===== src/rtl/sa_pkg.sv =====
// Shared types and constants for the weight-stationary array feeder.
package sa_pkg;

  localparam int unsigned SA_N         = 4;
  localparam int unsigned SA_DW        = 8;
  localparam int unsigned DRAIN_CYCLES = 2 * SA_N + 1;

  typedef enum logic [2:0] {
    StIdle,
    StAcceptW,
    StLoadW,
    StStream,
    StDrain
  } sa_state_e;

  // Cycles from the final accept until the last column marker leaves the array.
  function automatic int unsigned drain_cycles(input int unsigned n);
    return 2 * n + 1;
  endfunction

endpackage


===== src/rtl/sa_feeder_if.sv =====
// Host-side weight and input-vector streams into the feeder.
interface sa_feeder_if import sa_pkg::*; #(
  parameter int unsigned N  = SA_N,
  parameter int unsigned DW = SA_DW
) ();

  logic            w_valid;
  logic            w_ready;
  logic [N*DW-1:0] w_data;
  logic            x_valid;
  logic            x_ready;
  logic [N*DW-1:0] x_data;
  logic            x_last;

  modport master (
    output w_valid, w_data, x_valid, x_data, x_last,
    input  w_ready, x_ready
  );

  modport slave (
    input  w_valid, w_data, x_valid, x_data, x_last,
    output w_ready, x_ready
  );

endinterface


===== src/rtl/sa_skew_line.sv =====
// Depth-D register chain carrying {valid, data}; D = 0 is a plain wire.
module sa_skew_line import sa_pkg::*; #(
  parameter int unsigned D = 1,
  parameter int unsigned W = SA_DW
) (
  input  logic         CLK,
  input  logic         RSTN,
  input  logic         valid_i,
  input  logic [W-1:0] data_i,
  output logic         valid_o,
  output logic [W-1:0] data_o
);

  if (D == 0) begin : g_wire
    logic unused_clk_rst;
    assign unused_clk_rst = CLK ^ RSTN;
    assign valid_o = valid_i;
    assign data_o  = data_i;
  end else begin : g_chain
    logic [D-1:0][W:0] stage_q, stage_d;

    always_comb begin
      stage_d[0] = {valid_i, data_i};
      for (int unsigned i = 1; i < D; i++) begin
        stage_d[i] = stage_q[i-1];
      end
    end

    always_ff @(posedge CLK or negedge RSTN) begin
      if (!RSTN) begin
        stage_q <= '0;
      end else begin
        stage_q <= stage_d;
      end
    end

    assign {valid_o, data_o} = stage_q[D-1];
  end

endmodule


===== src/rtl/sa_feeder.sv =====
// Feeder for an NxN weight-stationary MAC array: buffers and shifts in one weight tile,
// then skews the input-vector stream onto the array edge with per-row/column markers.
module sa_feeder import sa_pkg::*; #(
  parameter int unsigned N  = SA_N,
  parameter int unsigned DW = SA_DW
) (
  input  logic                   CLK,
  input  logic                   RSTN,
  input  logic                   start,
  input  logic [$clog2(N+1)-1:0] num_rows,
  output logic                   busy,
  output logic                   done,
  sa_feeder_if.slave             host,
  output logic                   sa_en_w,
  output logic [N*DW-1:0]        sa_w,
  output logic [N-1:0]           sa_used_row,
  output logic [N-1:0]           sa_stop_mac,
  output logic [N*DW-1:0]        sa_x,
  output logic [N-1:0]           sa_col_valid
);

  localparam int unsigned NrW         = $clog2(N + 1);
  localparam int unsigned RowW        = $clog2(N);
  localparam int unsigned DrainCycles = drain_cycles(N);
  localparam int unsigned CntW        = $clog2(DrainCycles);

  sa_state_e              state_q, state_d;
  logic [CntW-1:0]        cnt_q, cnt_d;
  logic [N-1:0][N*DW-1:0] tile_q, tile_d;
  logic                   busy_q, busy_d, done_q, done_d;
  logic                   w_ready_q, w_ready_d, x_ready_q, x_ready_d, en_w_q, en_w_d;
  logic [N*DW-1:0]        w_q, w_d;
  logic [N-1:0]           used_q, used_d;
  logic [NrW-1:0]         rows_clamped;
  logic [N-1:0]           row_mask;
  logic [RowW-1:0]        load_idx;
  logic                   w_acc, x_acc;

  assign w_acc        = w_ready_q & host.w_valid;
  assign x_acc        = x_ready_q & host.x_valid;
  assign rows_clamped = (num_rows > NrW'(N)) ? NrW'(N) : num_rows;
  // Cycle j of the load shifts in tile row N-1-j; this is the row for the following cycle.
  assign load_idx     = RowW'(N - 2) - cnt_q[RowW-1:0];

  always_comb begin
    row_mask = '0;
    for (int unsigned r = 0; r < N; r++) begin
      row_mask[r] = (NrW'(r) < rows_clamped);
    end
  end

  always_comb begin
    state_d = state_q;
    cnt_d   = cnt_q;
    tile_d  = tile_q;
    used_d  = used_q;
    done_d  = 1'b0;
    w_d     = '0;
    unique case (state_q)
      StIdle: begin
        if (start) begin
          state_d = StAcceptW;
          cnt_d   = '0;
          used_d  = row_mask;
        end
      end
      StAcceptW: begin
        if (w_acc) begin
          tile_d[cnt_q[RowW-1:0]] = host.w_data;
          if (cnt_q == CntW'(N - 1)) begin
            state_d = StLoadW;
            cnt_d   = '0;
            w_d     = host.w_data;
          end else begin
            cnt_d = cnt_q + 1'b1;
          end
        end
      end
      StLoadW: begin
        if (cnt_q == CntW'(N - 1)) begin
          state_d = StStream;
          cnt_d   = '0;
        end else begin
          cnt_d = cnt_q + 1'b1;
          w_d   = tile_q[load_idx];
        end
      end
      StStream: begin
        if (x_acc && host.x_last) begin
          state_d = StDrain;
          cnt_d   = '0;
        end
      end
      StDrain: begin
        if (cnt_q == CntW'(DrainCycles - 1)) begin
          state_d = StIdle;
          done_d  = 1'b1;
          used_d  = '0;
        end else begin
          cnt_d = cnt_q + 1'b1;
        end
      end
      default: state_d = StIdle;
    endcase
    busy_d    = (state_d != StIdle);
    w_ready_d = (state_d == StAcceptW);
    x_ready_d = (state_d == StStream);
    en_w_d    = (state_d == StLoadW);
  end

  always_ff @(posedge CLK or negedge RSTN) begin
    if (!RSTN) begin
      state_q   <= StIdle;
      cnt_q     <= '0;
      busy_q    <= 1'b0;
      done_q    <= 1'b0;
      w_ready_q <= 1'b0;
      x_ready_q <= 1'b0;
      en_w_q    <= 1'b0;
      w_q       <= '0;
      used_q    <= '0;
    end else begin
      state_q   <= state_d;
      cnt_q     <= cnt_d;
      busy_q    <= busy_d;
      done_q    <= done_d;
      w_ready_q <= w_ready_d;
      x_ready_q <= x_ready_d;
      en_w_q    <= en_w_d;
      w_q       <= w_d;
      used_q    <= used_d;
    end
  end

  always_ff @(posedge CLK) begin
    tile_q <= tile_d;
  end

  // Input skew: accept register, r-stage delay for row r, then output register.
  logic                   acc_v_q, acc_v_d, last_v_q, last_v_d;
  logic [N*DW-1:0]        acc_x_q, acc_x_d;
  logic [N-1:0]           sk_v;
  logic [N-1:0][DW-1:0]   sk_x, x_q, x_d;
  logic [N-1:0]           col_q, col_d;

  always_comb begin
    acc_v_d  = x_acc;
    acc_x_d  = x_acc ? host.x_data : '0;
    x_d      = sk_x;
    last_v_d = sk_v[N-1];
    col_d    = {col_q[N-2:0], last_v_q};
  end

  for (genvar r = 0; r < N; r++) begin : g_row
    sa_skew_line #(
      .D(r),
      .W(DW)
    ) u_skew (
      .CLK    (CLK),
      .RSTN   (RSTN),
      .valid_i(acc_v_q),
      .data_i (acc_x_q[r*DW +: DW]),
      .valid_o(sk_v[r]),
      .data_o (sk_x[r])
    );
  end

  always_ff @(posedge CLK or negedge RSTN) begin
    if (!RSTN) begin
      acc_v_q  <= 1'b0;
      acc_x_q  <= '0;
      x_q      <= '0;
      last_v_q <= 1'b0;
      col_q    <= '0;
    end else begin
      acc_v_q  <= acc_v_d;
      acc_x_q  <= acc_x_d;
      x_q      <= x_d;
      last_v_q <= last_v_d;
      col_q    <= col_d;
    end
  end

  assign busy         = busy_q;
  assign done         = done_q;
  assign host.w_ready = w_ready_q;
  assign host.x_ready = x_ready_q;
  assign sa_en_w      = en_w_q;
  assign sa_w         = w_q;
  assign sa_used_row  = used_q;
  assign sa_stop_mac  = ~sk_v;
  assign sa_x         = x_q;
  assign sa_col_valid = col_q;

endmodule


===== src/flat_wrapper.sv =====
// flat-port wrapper written by rule: the top's interface ports become plain ports
module sa_feeder_flat import sa_pkg::*;
#(
  parameter int unsigned N  = SA_N,
  parameter int unsigned DW = SA_DW
)
  (CLK, RSTN, start, num_rows, busy, done, sa_en_w, sa_w, sa_used_row, sa_stop_mac, sa_x, sa_col_valid, host_w_valid, host_w_data, host_x_valid, host_x_data, host_x_last, host_w_ready, host_x_ready);
  sa_feeder_if #(.N(N), .DW(DW)) host_i ();
  input  logic CLK;
  input  logic RSTN;
  input  logic start;
  input  logic [$clog2(N+1)-1:0] num_rows;
  output logic busy;
  output logic done;
  output logic sa_en_w;
  output logic [N*DW-1:0] sa_w;
  output logic [N-1:0] sa_used_row;
  output logic [N-1:0] sa_stop_mac;
  output logic [N*DW-1:0] sa_x;
  output logic [N-1:0] sa_col_valid;
  input wire logic [$bits(host_i.w_valid)-1:0] host_w_valid;
  input wire logic [$bits(host_i.w_data)-1:0] host_w_data;
  input wire logic [$bits(host_i.x_valid)-1:0] host_x_valid;
  input wire logic [$bits(host_i.x_data)-1:0] host_x_data;
  input wire logic [$bits(host_i.x_last)-1:0] host_x_last;
  output wire logic [$bits(host_i.w_ready)-1:0] host_w_ready;
  output wire logic [$bits(host_i.x_ready)-1:0] host_x_ready;
  assign host_i.w_valid = host_w_valid;
  assign host_i.w_data = host_w_data;
  assign host_i.x_valid = host_x_valid;
  assign host_i.x_data = host_x_data;
  assign host_i.x_last = host_x_last;
  assign host_w_ready = host_i.w_ready;
  assign host_x_ready = host_i.x_ready;
  sa_feeder #(.N(N), .DW(DW)) u_core (.CLK(CLK), .RSTN(RSTN), .start(start), .num_rows(num_rows), .busy(busy), .done(done), .host(host_i), .sa_en_w(sa_en_w), .sa_w(sa_w), .sa_used_row(sa_used_row), .sa_stop_mac(sa_stop_mac), .sa_x(sa_x), .sa_col_valid(sa_col_valid));
endmodule

===== config.mk =====
export PLATFORM = sky130hd
export DESIGN_NAME = sa_feeder_flat
export DESIGN_NICKNAME = d
export VERILOG_FILES = /design/src/rtl/sa_pkg.sv /design/src/rtl/sa_feeder_if.sv /design/src/rtl/sa_skew_line.sv /design/src/rtl/sa_feeder.sv /design/src/flat_wrapper.sv
export SDC_FILE = /design/constraint.sdc
export NUM_CORES = 1
export LEC_CHECK = 0
export CORE_MARGIN = 5
export CORE_UTILIZATION = 40
export DETAILED_ROUTE_END_ITERATION = 10
export PLACE_DENSITY_LB_ADDON = 0.15
export SLEW_MARGIN = 20
export SYNTH_ARGS = -nofsm -noshare
export SYNTH_HDL_FRONTEND = slang
export SYNTH_SLANG_ARGS = --single-unit

===== constraint.sdc =====
create_clock -name CLK -period 3.45 [get_ports CLK]
set_input_delay 0.8625 -clock CLK [delete_from_list [all_inputs] [get_ports CLK]]
set_output_delay 0.8625 -clock CLK [all_outputs]
set_load 0.01 [all_outputs]

==> flow_metrics.env, run 1 <==
export IMPL_synthesis_area_um2=9860
export IMPL_gp_congestion=0.772
export IMPL_fin_crit_ps=2620
export IMPL_dieArea_um2=27900
export IMPL_area_growth_pct=29.5
export IMPL_reg2reg_slack_ps=1240
export IMPL_grt_max_degree=80
export IMPL_critPathMaxFanout=35
export IMPL_startpoint="u_core.host.x_ready"
export IMPL_fin_worst_skew_ps=14.6
export IMPL_r2r_end="u_core.sa_w[25]"
export IMPL_ctsResizeCount=0
export IMPL_cts_buffers=29
export IMPL_yosysTopAreaCellShare_pct=42.9
export IMPL_start_util_pct=40.5
export IMPL_finalSetupViolCount=0
export IMPL_end_kind="output pin"
export IMPL_setup_tns_ps=0
export IMPL_totalWireLength_mm=19.1
export IMPL_viasPerCell=4.89
export IMPL_cts_sinks=297
export IMPL_grt_pass1_vias=5429
export IMPL_ys_types=34
export IMPL_maxSlewHeadroom_pct=40.8
export IMPL_ir_worst_vdd_uv=351
export IMPL_fp_dieW_um=167
export IMPL_cts_root_buf="clkbuf_16"
export IMPL_final_antenna_net_count=0
export IMPL_hp_class="in2async"
export IMPL_required_ps=2590
export IMPL_r2r_start="u_core.cnt_q[1]"
export IMPL_layout_commonest_cell="dfrtp_1"
export IMPL_clk_path_buf_depth=3
export IMPL_rr_worst_depth=4
export IMPL_syn_area_per_cell_um2=20.0
export IMPL_post_drt_wl_per_cell_um=18.9
export IMPL_io_pins=154
export IMPL_powerDensity_nw_per_um2=736
export IMPL_vias=4945
export IMPL_track_usage_pct=13.9
export IMPL_dpl_cell_count=960
export IMPL_yosys_area_top_type="dfrtp_1"
export IMPL_yosysWarningCount=0
export IMPL_antenna_found_initial=0
export IMPL_drc=0
export IMPL_rsz0062_at_grt="no"
export IMPL_hold_viol=0
export IMPL_drt_iter0_drc=270
export IMPL_rows=57
export IMPL_ys_seq_area_share_pct=81.9
export IMPL_holdBufCountCts=0
export IMPL_final_cell_mix="dfrtp_1, clkdlybuf4s50_1, edfxtp_1"
export IMPL_fp_coreArea_um2=24300
export IMPL_final_max_slew_viol_count=0
export IMPL_synthCells=493
export IMPL_hold_slack_ps=344
export IMPL_finalPower_mw=9.39
export IMPL_synth_area_top_cells="dfrtp_1, edfxtp_1, mux4_2, a22o_1, and3_1"
export IMPL_drive_gt1_share_pct=14.4
export IMPL_clk_pin_slew_worst_paths_ps=60
export IMPL_layout_nets=744
export IMPL_portBuffers=153
export IMPL_worst_slew_pin_slew_ps=887
export IMPL_hpwl_mm=12.0
export IMPL_status="completed"
export IMPL_firstDrtPassIters=4
export IMPL_critical_path_class="reg2out"
export IMPL_cp_start_kind="register"
export IMPL_cts_setup_buffers=0
export IMPL_leakage_nw=5.26
export IMPL_antenna_cells=0
export IMPL_clock_latency_ps=540
export IMPL_gr_total_overflow=0
export IMPL_fin_crit_sh_pct=75.8
export IMPL_fmax_ghz=0.382
export IMPL_final_cells=1012
export IMPL_die_h_um=167
export IMPL_crit_path_end="host_x_ready"
export IMPL_synth_fp_nets=570
export IMPL_h_tree_depth=1
export IMPL_cp_arrival_ps=1750
export IMPL_synth_seq_cells=297
export IMPL_cap_violations=0
export IMPL_tritoncts="done"
export IMPL_grt_pass1_wl_mm=30.8
-- registers in the layout (all words and copies together) (netlist names), 2 cells and up --
signal / count
u_core.cnt_q: 4
u_core.sa_w: 32
u_core.sa_col_valid: 4
u_core.g_row.u_skew.g_chain.stage_d: 24
u_core.g_row.u_skew.g_chain.stage_q: 9
u_core.g_row.u_skew.valid_o: 2
u_core.state_q: 3
u_core.sa_x: 32
u_core.acc_x_q: 32
u_core.g_row.u_skew.data_o: 16
u_core.sa_used_row: 4
u_core.tile_q: 128
-- worst max-delay path, cell delays in order, from the launching register on --
cell	delay, ps
dfrtp_1	320
buf_4	290
clkdlybuf4s50_1	610
-- where the power goes --
group / internal [mW] / switching, mW
registers: 4.17 / 0.150
logic: 1.04 / 1.04
clock network: 1.78 / 1.22
-- cell type report --
cell class | instances | area [um2]
multi-input combinational | 162 | 1660
sequential | 297 | 8070
fill | 1921 | 11600
clock buffer | 46 | 861
tap | 324 | 405
inverter | 11 | 41.3
timing repair buffer | 166 | 1670
clock inverter | 6 | 60.1
-- cells in the mapped netlist, drive strengths merged --
cell type and number:
mux4 32, a31o 1, xor2 1, a32oi 1
dfrtp 169, mux2i 3, edfxtp 128, buf 9
a21oi 6, a22o 32, ha 4, clkbuf 14
nor3b 5, a32o 1, o22ai 3, nand2 10
and2 7, a221oi 1, inv 11, nor2b 1
nand3 6, o21a 1, o21ai 3, and2b 1
a2bb2oi 1, nor2 6, and3 33, nor4 1
nand3b 1, or3b 1
-- how the worst min path moves through the flow --
| stage | from | end | slack [ps] | cells after the start |
|---|---|---|---|---|
| after CTS | u_core.g_row[2].u_skew.g_chain.stage_d[11] | u_core.g_row[2].u_skew.data_o[2] | 340 | 0 |
| after detailed placement | u_core.acc_x_q[15] | u_core.g_row[1].u_skew.g_chain.stage_q[7] | 330 | 0 |
| after global routing | u_core.g_row[2].u_skew.data_o[6] | u_core.sa_x[22] | 350 | 0 |
| after floorplan | u_core.acc_x_q[8] | u_core.g_row[1].u_skew.g_chain.stage_q[0] | 330 | 0 |
| final | RSTN | u_core.sa_x[8] | 340 | 1 |
| after global placement | u_core.g_row[3].u_skew.g_chain.stage_d[13] | u_core.g_row[3].u_skew.g_chain.stage_d[22] | 330 | 0 |
-- per-stage QoR --
stage	instance area, um2	util, %	setup slack, ps
global placement	11800	48.7	703
global route	12800	52.5	720
CTS	12800	52.5	774
detailed placement	11800	48.7	694
floorplan	9860	-	1030
finish	12800	52.5	835
-- logic make-up (layout without fill, tap and decap cells) --
| kind of cell | count (synthesis) | after routing | synth area share (%) |
|---|---|---|---|
| AO/OA/AOI/OAI | 50 | 50 | 4.06 |
| XOR/XNOR | 1 | 1 | 0.0888 |
| adder cells (fa/ha/maj) | 4 | 4 | 0.508 |
| buffers and inverters | 34 | 229 | 1.41 |
| flip-flops | 297 | 297 | 81.9 |
| multiplexers | 35 | 35 | 7.61 |
| AND/OR/NAND/NOR | 72 | 72 | 4.44 |
-- layer usage --
layer | vias up | part of all wire [%] | GRT usage [%]
li1 | 2200 | - | -
met1 | 2533 | 45 | 20.0
met2 | 173 | 46 | 21.3
met3 | 39 | 6.4 | 3.37
met4 | 0 | 2.5 | 3.74
met5 | - | 0 | 0
Power figures use the tool's default switching activity.
==> run 2, diff against run 1 <==
Clock period 3.45 ns to 2.7 ns, I/O delays scaled along.
==> run 2 against run 1 <==
Final cell count rose by 0.79%. Register-to-register slack got worse by 790 ps. Combinational power up 31%. Largest power group unchanged. Utilization up 1.0 points. Critical path depth up 4. Sequential share of layout area fell by 1.2 points. Wire length increased by 3.0%. Sequential cell count unchanged.
==> flow_metrics.env, run 2 (synthesis results as in run 1) <==
export IMPL_status="completed"
export IMPL_rows=57
export IMPL_grt_max_degree=78
export IMPL_ff_latch_area_um2=8070
export IMPL_fin_crit_sh_pct=83.5
export IMPL_crit_family="simple AND/OR/NAND/NOR gates"
export IMPL_track_usage_pct=14.1
export IMPL_cts_buffers=31
export IMPL_setup_slack_ps=447
export IMPL_multi_input_area_um2=1660
export IMPL_regMostFlops="u_core.tile_q"
export IMPL_vias=4962
export IMPL_antenna_cells=0
export IMPL_pre_cts_slack_ps=317
export IMPL_required_ps=3110
export IMPL_fmax_ghz=0.444
export IMPL_end_kind="register"
export IMPL_layout_nets=750
export IMPL_gp_congestion=0.777
export IMPL_dieArea_um2=27900
export IMPL_final_antenna_net_count=0
export IMPL_die_h_um=167
export IMPL_hold_slack_ps=161
export IMPL_fp_coreArea_um2=24300
export IMPL_finalPower_mw=12.6
export IMPL_clock_latency_ps=540
export IMPL_cp_cell_sequence="ha_1 > or3b_4 > nor3b_4 > nor3b_2 > a221oi_1 > o21ai_1"
export IMPL_cts_setup_buffers=0
export IMPL_fin_crit_ps=2250
export IMPL_clk_path_buf_depth=3
export IMPL_final_cell_area_um2=13000
export IMPL_ir_worst_vdd_uv=515
export IMPL_critical_path_class="reg2reg"
export IMPL_clk_pin_slew_worst_paths_ps=60
export IMPL_hold_viol=0
export IMPL_post_drt_wl_per_cell_um=19.3
export IMPL_h_tree_depth=1
export IMPL_cts_root_buf="clkbuf_16"
export IMPL_grt_pass1_vias=5516
export IMPL_io_pins=154
export IMPL_final_max_slew_viol_count=0
export IMPL_path_buf_inv=0
export IMPL_drc=0
export IMPL_totalWireLength_mm=19.7
export IMPL_drive_gt1_share_pct=15.9
export IMPL_slowest_stage="dfrtp_2"
export IMPL_critPathMaxFanout=10
export IMPL_gr_total_overflow=0
export IMPL_cp_arrival_ps=2660
export IMPL_portBuffers=153
export IMPL_maxSlewHeadroom_pct=50.0
export IMPL_postPlaceCellArea_um2=12000
export IMPL_hp_class="in2async"
export IMPL_tritoncts="done"
export IMPL_setup_tns_ps=0
export IMPL_worst_slew_pin_slew_ps=751
export IMPL_holdBufCountCts=0
export IMPL_cp_start_kind="register"
export IMPL_layout_commonest_cell="dfrtp_1"
export IMPL_ctsResizeCount=0
export IMPL_fin_worst_skew_ps=13.5
export IMPL_powerDensity_nw_per_um2=970
export IMPL_viasPerCell=4.86
export IMPL_critPathMaxStageDelay_ps=550
export IMPL_firstDrtPassIters=4
export IMPL_rsz0062_at_grt="no"
export IMPL_grt_pass1_wl_mm=31.6
export IMPL_cap_violations=0
export IMPL_final_cell_mix="dfrtp_1, clkdlybuf4s50_1, edfxtp_1"
export IMPL_hpwl_mm=12.6
export IMPL_area_growth_pct=32.0
export IMPL_start_util_pct=40.5
export IMPL_fp_dieW_um=167
export IMPL_drt_iter0_drc=448
export IMPL_antenna_found_initial=0
export IMPL_finalSetupViolCount=0
export IMPL_largest_register_ffs=128
export IMPL_leakage_nw=5.38
export IMPL_cts_sinks=297
export IMPL_nFillCells=1895
[run 2: changes by cell type in the layout (fill, tap and decap cells not counted)]
cell / change
buf_12: +6
bufinv_16: +4
clkbuf_1: -4
buf_4: -2
clkinv_2: +2
clkbuf_16: +1
inv_4: +1
[run 2: area by class of cell]
cell class | instances | area share, %
flip-flops and latches | 297 | 62.0
clock buffers | 43 | 6.69
repair buffers | 170 | 13.6
well taps | 324 | 3.11
inverters | 11 | 0.317
multi-input cells | 162 | 12.7
clock inverters | 13 | 1.51
[run 2: metal layers]
metal	up-vias	wire length (um)	track usage, %	share of wire [%]
met5	-	0	0	0
met2	145	9600	23.0	49
met4	0	367	3.02	1.9
li1	2216	-	-	-
met1	2569	8640	19.8	44
met3	32	1090	3.13	5.5
[run 2: metrics by stage]
step           util, %  std cells
2_1_floorplan        -        493
3_3_place_gp      49.1        964
3_5_place_dp      49.1        964
4_1_cts           53.5       1020
5_1_grt           53.5       1020
6_report          53.5       1020
[run 2: report_power, final]
part | internal [mW] | switching [mW] | leakage, nW
registers | 5.32 | 0.232 | 3.46
clock network | 2.72 | 1.64 | 0.523
logic | 1.41 | 1.31 | 1.39
total | 9.45 | 3.18 | 5.38
[run 2: worst paths after layout]
kind	from	to	slack, ps	cells past startpoint
worst max-delay path	u_core.cnt_q[0]	u_core.cnt_q[3]	450	6
worst min-delay path	RSTN	u_core.sa_x[9]	160	1
worst max register to register	u_core.cnt_q[0]	u_core.cnt_q[3]	450	6
worst min register to register	u_core.g_row[1].u_skew.g_chain.stage_q[5]	u_core.sa_x[13]	350	0
max in group asynchronous	RSTN	u_core.sa_w[8]	1860	2
min in group CLK	u_core.g_row[1].u_skew.g_chain.stage_q[5]	u_core.sa_x[13]	350	0
